==> src/rtl/adder_tree_pkg.sv <==
// Shared constants, types and elaboration helpers for the adder tree accumulator.
// No logic; only compile-time helpers.
// Not applicable (no handshake).
package adder_tree_pkg;

   localparam int FANIN = 4;

   typedef enum logic {
      IDLE = 1'b0,
      ACC  = 1'b1
   } acc_state_t;

   // ceil(log4(n)): number of registered radix-4 levels needed for n lanes
   function automatic int num_levels(input int n);
      int s;
      int c;
      s = 0;
      c = 1;
      for (int j = 0; j < 16; j++) begin
         if (c < n) begin
            c = c * FANIN;
            s = s + 1;
         end
      end
      return s;
   endfunction

   // Lane count after zero padding to a full radix-4 tree
   function automatic int pad_lanes(input int n);
      return 1 << (2 * num_levels(n));
   endfunction

   // Lane index where level k's inputs start in the flattened lane vector
   function automatic int lane_offset(input int p, input int k);
      int off;
      off = 0;
      for (int j = 0; j < 16; j++) begin
         if (j < k) off = off + (p >> (2 * j));
      end
      return off;
   endfunction

endpackage

==> src/rtl/adder_tree_level.sv <==
// One registered radix-4 reduction level carrying valid/first/last alongside the sums.
// Latency: 1 cycle.
// Backpressure: every register holds while adv is low.
module adder_tree_level
   import adder_tree_pkg::*;
#(
   parameter int LANES_IN = 4,
   parameter int W        = 8
) (
   input  logic                               clk,
   input  logic                               rst,
   input  logic                               adv,
   input  logic [LANES_IN-1:0][W-1:0]         lanes_i,
   input  logic                               vld_i,
   input  logic                               first_i,
   input  logic                               last_i,
   output logic [LANES_IN/FANIN-1:0][W-1:0]   lanes_o,
   output logic                               vld_o,
   output logic                               first_o,
   output logic                               last_o
);

   localparam int LANES_OUT = LANES_IN / FANIN;

   logic [LANES_OUT-1:0][W-1:0] sum_d;
   logic [LANES_OUT-1:0][W-1:0] sum_q;
   logic                        vld_q;
   logic                        first_q;
   logic                        last_q;

   // Sum each group of four adjacent lanes; wraps modulo 2^W like the accumulator
   always_comb begin
      sum_d = '0;
      for (int j = 0; j < LANES_OUT; j++) begin
         for (int k = 0; k < FANIN; k++) begin
            sum_d[j] = sum_d[j] + lanes_i[j*FANIN + k];
         end
      end
   end

   // Sideband bits: only valid needs a defined reset value, first/last follow it
   always_ff @(posedge clk) begin
      if (rst) begin
         vld_q   <= 1'b0;
         first_q <= 1'b0;
         last_q  <= 1'b0;
      end else if (adv) begin
         vld_q   <= vld_i;
         first_q <= first_i;
         last_q  <= last_i;
      end
   end

   // Data register is qualified by vld_q downstream, so it needs no reset
   always_ff @(posedge clk) begin
      if (adv) sum_q <= sum_d;
   end

   assign lanes_o = sum_q;
   assign vld_o   = vld_q;
   assign first_o = first_q;
   assign last_o  = last_q;

endmodule

==> src/rtl/adder_tree_acc.sv <==
// Pipelined radix-4 reduction of NUM_IN signed inputs plus a first/last multi-beat accumulator.
// Latency: S+1 cycles from last-beat acceptance to out_valid (S = ceil(log4(NUM_IN))).
// Backpressure: one global advance; out_valid & ~out_ready freezes the whole pipe and drops in_ready.
module adder_tree_acc
   import adder_tree_pkg::*;
#(
   parameter int NUM_IN    = 64,
   parameter int WIDTH_IN  = 8,
   parameter int MAX_BEATS = 256,
   parameter int W_OUT     = WIDTH_IN + $clog2(NUM_IN) + $clog2(MAX_BEATS)
) (
   input  logic                                     clk,
   input  logic                                     rst,
   input  logic signed [NUM_IN-1:0][WIDTH_IN-1:0]   in_data,
   input  logic                                     in_valid,
   input  logic                                     in_first,
   input  logic                                     in_last,
   output logic                                     in_ready,
   output logic signed [W_OUT-1:0]                  out_sum,
   output logic [$clog2(MAX_BEATS):0]               out_beats,
   output logic                                     out_ovf,
   output logic                                     out_valid,
   input  logic                                     out_ready
);

   localparam int S  = num_levels(NUM_IN);
   localparam int P  = pad_lanes(NUM_IN);
   localparam int T  = lane_offset(P, S) + 1;
   localparam int BW = $clog2(MAX_BEATS) + 1;
   localparam logic [BW-1:0] MAX_B = BW'(MAX_BEATS);

   // All tree levels share one flattened lane vector: level k reads its slice, writes the next
   logic [T-1:0][W_OUT-1:0] tree_lanes;
   logic [S:0]              t_vld;
   logic [S:0]              t_first;
   logic [S:0]              t_last;
   logic                    adv;

   acc_state_t        state_q;
   logic [W_OUT-1:0]  acc_q, acc_d;
   logic [BW-1:0]     beats_q, beats_d;
   logic              ovf_q, ovf_d;
   logic              restart;
   logic              out_valid_q;
   logic [W_OUT-1:0]  out_sum_q;
   logic [BW-1:0]     out_beats_q;
   logic              out_ovf_q;

   logic              tree_vld, tree_first, tree_last;
   logic [W_OUT-1:0]  tree_sum;

   assign adv      = ~out_valid_q | out_ready;
   assign in_ready = adv & ~rst;

   assign t_vld[0]   = in_valid & in_ready;
   assign t_first[0] = in_valid & in_first;
   assign t_last[0]  = in_valid & in_last;

   // Sign-extend real inputs to the result width; padding lanes contribute zero
   for (genvar i = 0; i < P; i++) begin : g_ext
      if (i < NUM_IN) begin : g_in
         assign tree_lanes[i] = {{(W_OUT-WIDTH_IN){in_data[i][WIDTH_IN-1]}}, in_data[i]};
      end else begin : g_pad
         assign tree_lanes[i] = '0;
      end
   end

   for (genvar k = 0; k < S; k++) begin : g_lvl
      localparam int LIN  = P >> (2*k);
      localparam int OIN  = lane_offset(P, k);
      localparam int OOUT = lane_offset(P, k+1);
      adder_tree_level #(
         .LANES_IN (LIN),
         .W        (W_OUT)
      ) u_level (
         .clk      (clk),
         .rst      (rst),
         .adv      (adv),
         .lanes_i  (tree_lanes[OIN +: LIN]),
         .vld_i    (t_vld[k]),
         .first_i  (t_first[k]),
         .last_i   (t_last[k]),
         .lanes_o  (tree_lanes[OOUT +: LIN/FANIN]),
         .vld_o    (t_vld[k+1]),
         .first_o  (t_first[k+1]),
         .last_o   (t_last[k+1])
      );
   end

   assign tree_vld   = t_vld[S];
   assign tree_first = t_first[S];
   assign tree_last  = t_last[S];
   assign tree_sum   = tree_lanes[T-1];

   // Next group totals for the beat leaving the tree; a missing or repeated first flags ovf
   always_comb begin
      restart = (state_q == IDLE) | tree_first;
      acc_d   = restart ? tree_sum : acc_q + tree_sum;
      if (restart)               beats_d = BW'(1);
      else if (beats_q == MAX_B) beats_d = MAX_B;
      else                       beats_d = beats_q + BW'(1);
      if (state_q == IDLE) ovf_d = ~tree_first;
      else                 ovf_d = tree_first | ovf_q | (beats_q == MAX_B);
   end

   // Accumulator FSM and result register; a new result overrides a same-cycle handshake
   always_ff @(posedge clk) begin
      if (rst) begin
         state_q     <= IDLE;
         acc_q       <= '0;
         beats_q     <= '0;
         ovf_q       <= 1'b0;
         out_valid_q <= 1'b0;
         out_sum_q   <= '0;
         out_beats_q <= '0;
         out_ovf_q   <= 1'b0;
      end else if (adv) begin
         out_valid_q <= tree_vld & tree_last;
         if (tree_vld) begin
            acc_q   <= acc_d;
            beats_q <= beats_d;
            if (tree_last) begin
               out_sum_q   <= acc_d;
               out_beats_q <= beats_d;
               out_ovf_q   <= ovf_d;
               ovf_q       <= 1'b0;
               state_q     <= IDLE;
            end else begin
               ovf_q   <= ovf_d;
               state_q <= ACC;
            end
         end
      end
   end

   assign out_valid = out_valid_q;
   assign out_sum   = out_sum_q;
   assign out_beats = out_beats_q;
   assign out_ovf   = out_ovf_q;

endmodule
==> config.mk <==
export PLATFORM = sky130hd
export DESIGN_NAME = adder_tree_acc
export DESIGN_NICKNAME = d
export VERILOG_FILES = /design/src/rtl/adder_tree_pkg.sv /design/src/rtl/adder_tree_level.sv /design/src/rtl/adder_tree_acc.sv
export SDC_FILE = /design/constraint.sdc
export NUM_CORES = 2
export LEC_CHECK = 0
export ABC_AREA = 0
export BUFFER_PORTS_ARGS = -buffer_cell sky130_fd_sc_hd__buf_4
export CORE_ASPECT_RATIO = 1.2
export CORE_UTILIZATION = 40
export CTS_CLUSTER_SIZE = 25
export DETAILED_ROUTE_END_ITERATION = 6
export GPL_ROUTABILITY_DRIVEN = 0
export GPL_TIMING_DRIVEN = 0
export PLACE_DENSITY = 0.55
export RECOVER_POWER = 25
export SKIP_LAST_GASP = 1
export SLEW_MARGIN = 25
export SYNTH_ARGS = -nofsm -noshare
export SYNTH_HDL_FRONTEND = slang
export SYNTH_SLANG_ARGS = --single-unit
export TNS_END_PERCENT = 1
==> constraint.sdc <==
create_clock -name clk -period 46.4 [get_ports clk]
set_clock_uncertainty 0.1 [all_clocks]
set_input_delay 4.64 -clock clk [delete_from_list [all_inputs] [get_ports clk]]
set_output_delay 4.64 -clock clk [all_outputs]
set_load 0.05 [all_outputs]
==> impl_metrics.tcl <==
set metrics [dict create \
    drive_above_1_share_pct 15.0 \
    hold_depth 2 \
    regToRegSetupSlack_ns 40.47 \
    cts.sinks 537 \
    seq_area_frac_synth_pct 36.5 \
    io_buffers 550 \
    rows 130 \
    tightestPinTransition_ns 2.70 \
    grt_max_degree 52 \
    min_to "g_lvl[1].u_level.first_o" \
    vias 28574 \
    synthArstFlopShare_pct 0 \
    clockBufferDepth 3 \
    drt-pass1-iter-count 7 \
    synth_xor_area_share_pct 6.26 \
    wl_per_cell_um 17.3 \
    synth_edf_count 462 \
    r2r-start "out_valid" \
    r2r_cells 7 \
    crit_path_start_kind "input port" \
    cts_resized 0 \
    initial_core_util_pct 40.3 \
    worstPathMaxFanout 10 \
    ios 552 \
    tritoncts "built" \
    synthSimpleGateAreaFrac_pct 7.70 \
    critPathArrivalTime_ns 5.85 \
    netlist_instances 3764 \
    final_core_util_pct 47.9 \
    clk_latency_ns 0.64 \
    outcome "finished, violations left" \
    cp_slowest_stage_delay_ns 0.51 \
    synth.distinct_cells 68 \
    grt_pass1_vias 30045 \
    syn_area_mm2 0.0421 \
    antenna_left 0 \
    cts_root_buf "clkbuf_16" \
    synth_compound_area_share_pct 13.2 \
    drv_cap 4 \
    fin_crit_sh_pct 22.8 \
    viasPerCell 4.91 \
    setup_viol 0 \
    holdBufCountCts 0 \
    synth-main-ff-cell "edfxtp_1" \
    fmax_mhz 94.4 \
    hold_viol_final 0 \
    final_nets 5708 \
    wirelength_um 101000 \
    final.setup.tns_ns 0 \
    crit_path_end_kind "primary output" \
    antenna_found_initial 1 \
    die_x_um 298 \
    required_ns 41.66 \
    drt_iter0_drc 1364 \
    muxShareOfSynthArea_pct 0.217 \
    yosys_register_bits 537 \
    area_growth_pct 18.9 \
    synth_nets 5085 \
    cp_cell_sequence "buf_1 > clkbuf_1 > nor2_1 > buf_4" \
    hold_path.class "flip-flop to flip-flop" \
    track_usage_pct 19.1 \
    slew_viol_final 175 \
    slowest_stage "clkbuf_1" \
    cts_setup_buffers 0 \
    hpwl_um 85000 \
    globalRouteOverflowTotal 0 \
    core_mm2 0.105 \
    min-delay-start "g_lvl[1].u_level.first_o" \
    grt_setup_unrepaired "no" \
    yosys_warnings 0 \
    dieArea_mm2 0.107 \
    numCtsBuffers 60 \
    avgSynthCellArea_um2 11.2 \
    dieHeight_um 358 \
    failed_checks "DRC, capacitance limit, slew limit" \
    critPathKind "input port to primary output" \
    cts_max_level 2 \
    max-slew-margin-rel_pct -80.2 \
    synth-adder-area-share_pct 31.0 \
    route.detailed.drc 2 \
    grt_first_pass_wirelength_um 160000 \
    clk_pin_slew_worst_paths_ns 0.06 \
    min_period_ns 10.59 \
    synth_top_family_by_area "adder cells" \
    regToRegEndpoint "g_lvl[0].u_level.lanes_o[27]" \
]
-- cell type report --
| cell class | count | area [um2] |
|---|---|---|
| Antenna cell | 1 | 2.50 |
| Buffer | 68 | 255 |
| Clock buffer | 81 | 1700 |
| Clock inverter | 30 | 240 |
| Fill cell | 9748 | 54500 |
| Inverter | 508 | 1910 |
| Multi-Input combinational cell | 2651 | 24600 |
| Sequential cell | 537 | 15400 |
| Tap cell | 1386 | 1730 |
| Timing Repair Buffer | 561 | 4310 |
-- per-layer routing --
layer	global-route usage [%]	wire, um
met2	35.3	52600
met5	0	0
met4	3.95	1800
met1	23.6	42900
met3	2.54	3750
-- cells in the mapped netlist (7+ instances only) --
| cell type | count | area, um2 |
|---|---|---|
| a211oi_1 | 44 | 330 |
| a211o_1 | 9 | 78.8 |
| xnor2_1 | 241 | 2110 |
| and3_1 | 17 | 106 |
| o21bai_1 | 48 | 360 |
| clkbuf_1 | 63 | 236 |
| o31ai_1 | 92 | 691 |
| nand2_1 | 114 | 428 |
| inv_1 | 508 | 1910 |
| o211ai_1 | 7 | 52.6 |
| fa_1 | 403 | 8070 |
| nor2_1 | 229 | 860 |
| a21o_1 | 107 | 803 |
| a21oi_1 | 225 | 1130 |
| edfxtp_1 | 462 | 13900 |
| o21ai_0 | 211 | 1060 |
| or3_1 | 7 | 43.8 |
| a31oi_1 | 22 | 138 |
| a21boi_0 | 23 | 173 |
| o21a_1 | 32 | 240 |
| and2_1 | 7 | 43.8 |
| nand3b_1 | 7 | 52.6 |
| nand3_1 | 29 | 145 |
| nor2b_1 | 103 | 644 |
| mux2i_1 | 8 | 80.1 |
| nor3_1 | 46 | 230 |
| xor2_1 | 60 | 526 |
| nand2b_1 | 69 | 432 |
| dfxtp_1 | 75 | 1500 |
| ha_1 | 400 | 5000 |
| nand4_1 | 10 | 62.6 |
-- cell usage in the layout, fill, tap and decap left out, types with 7 or more instances in the layout --
master	instances
a211o_1	9
nor3_1	46
ha_1	400
nand2_1	114
nand2b_1	69
o21ai_0	214
edfxtp_1	462
nor2_1	229
a211oi_1	45
nand4_1	10
o21bai_1	48
a21o_1	107
a21oi_1	225
xnor2_1	241
clkinv_1	9
clkbuf_1	78
inv_1	508
or3_1	7
o21a_1	32
clkbuf_4	17
a21boi_0	23
nand3b_1	7
dfxtp_1	75
o211ai_1	7
clkinv_2	10
clkbuf_8	7
fa_1	403
buf_4	533
nor2b_1	103
o31ai_1	92
xor2_1	60
clkbuf_16	62
and3_1	17
nand3_1	29
mux2i_1	8
a31oi_1	22
-- cell families after synthesis --
logic type,count (synthesis)
flops,537
xor+xnor,301
mux,9
compound gates,875
buf+inv,576
fa+ha+maj,803
simple gates,663
-- worst max-delay path, delay by kind of cell --
kind / cells / cell delay (ns)
buffers and inverters: 3 / 1.08
AND/OR/NAND/NOR: 1 / 0.12
-- metrics by stage --
stage / hold WS, ns / std cells / setup WS, ns / area [um2]
after floorplan: 0.332 / 3764 / 27.88 / 42100
after global placement: 0.343 / 5700 / 21.71 / 48000
after detailed placement: 0.344 / 5711 / 35.78 / 48300
after CTS: 0.353 / 5822 / 35.78 / 50200
after global routing: 0.371 / 5823 / 35.71 / 50100
final: 0.351 / 5823 / 35.81 / 50100
-- flip-flops by register name, indices dropped and copies added, names as in the netlist --
name	flops
g_lvl.u_level.lanes_o	462
acc_q	22
out_sum	22
beats_q	9
out_beats	9
g_lvl.u_level.first_o	3
g_lvl.u_level.last_o	3
g_lvl.u_level.vld_o	3
out_ovf	1
out_valid	1
ovf_q	1
state_q	1
-- how the worst max path moves through the flow --
| stage | cells past startpoint | endpoint | slack [ns] | startpoint |
|---|---|---|---|---|
| finish | 4 | in_ready | 35.81 | rst |
| global route | 4 | in_ready | 35.71 | rst |
| CTS | 4 | in_ready | 35.78 | rst |
| detailed placement | 4 | in_ready | 35.78 | rst |
| global placement | 4 | g_lvl[0].u_level.lanes_o[264] | 21.71 | out_ready |
| floorplan | 3 | g_lvl[0].u_level.lanes_o[0] | 27.88 | out_ready |
Power is left out: the tool's default activity adds up to more than one toggle a clock period on the data nets, which glitch-free logic cannot reach.
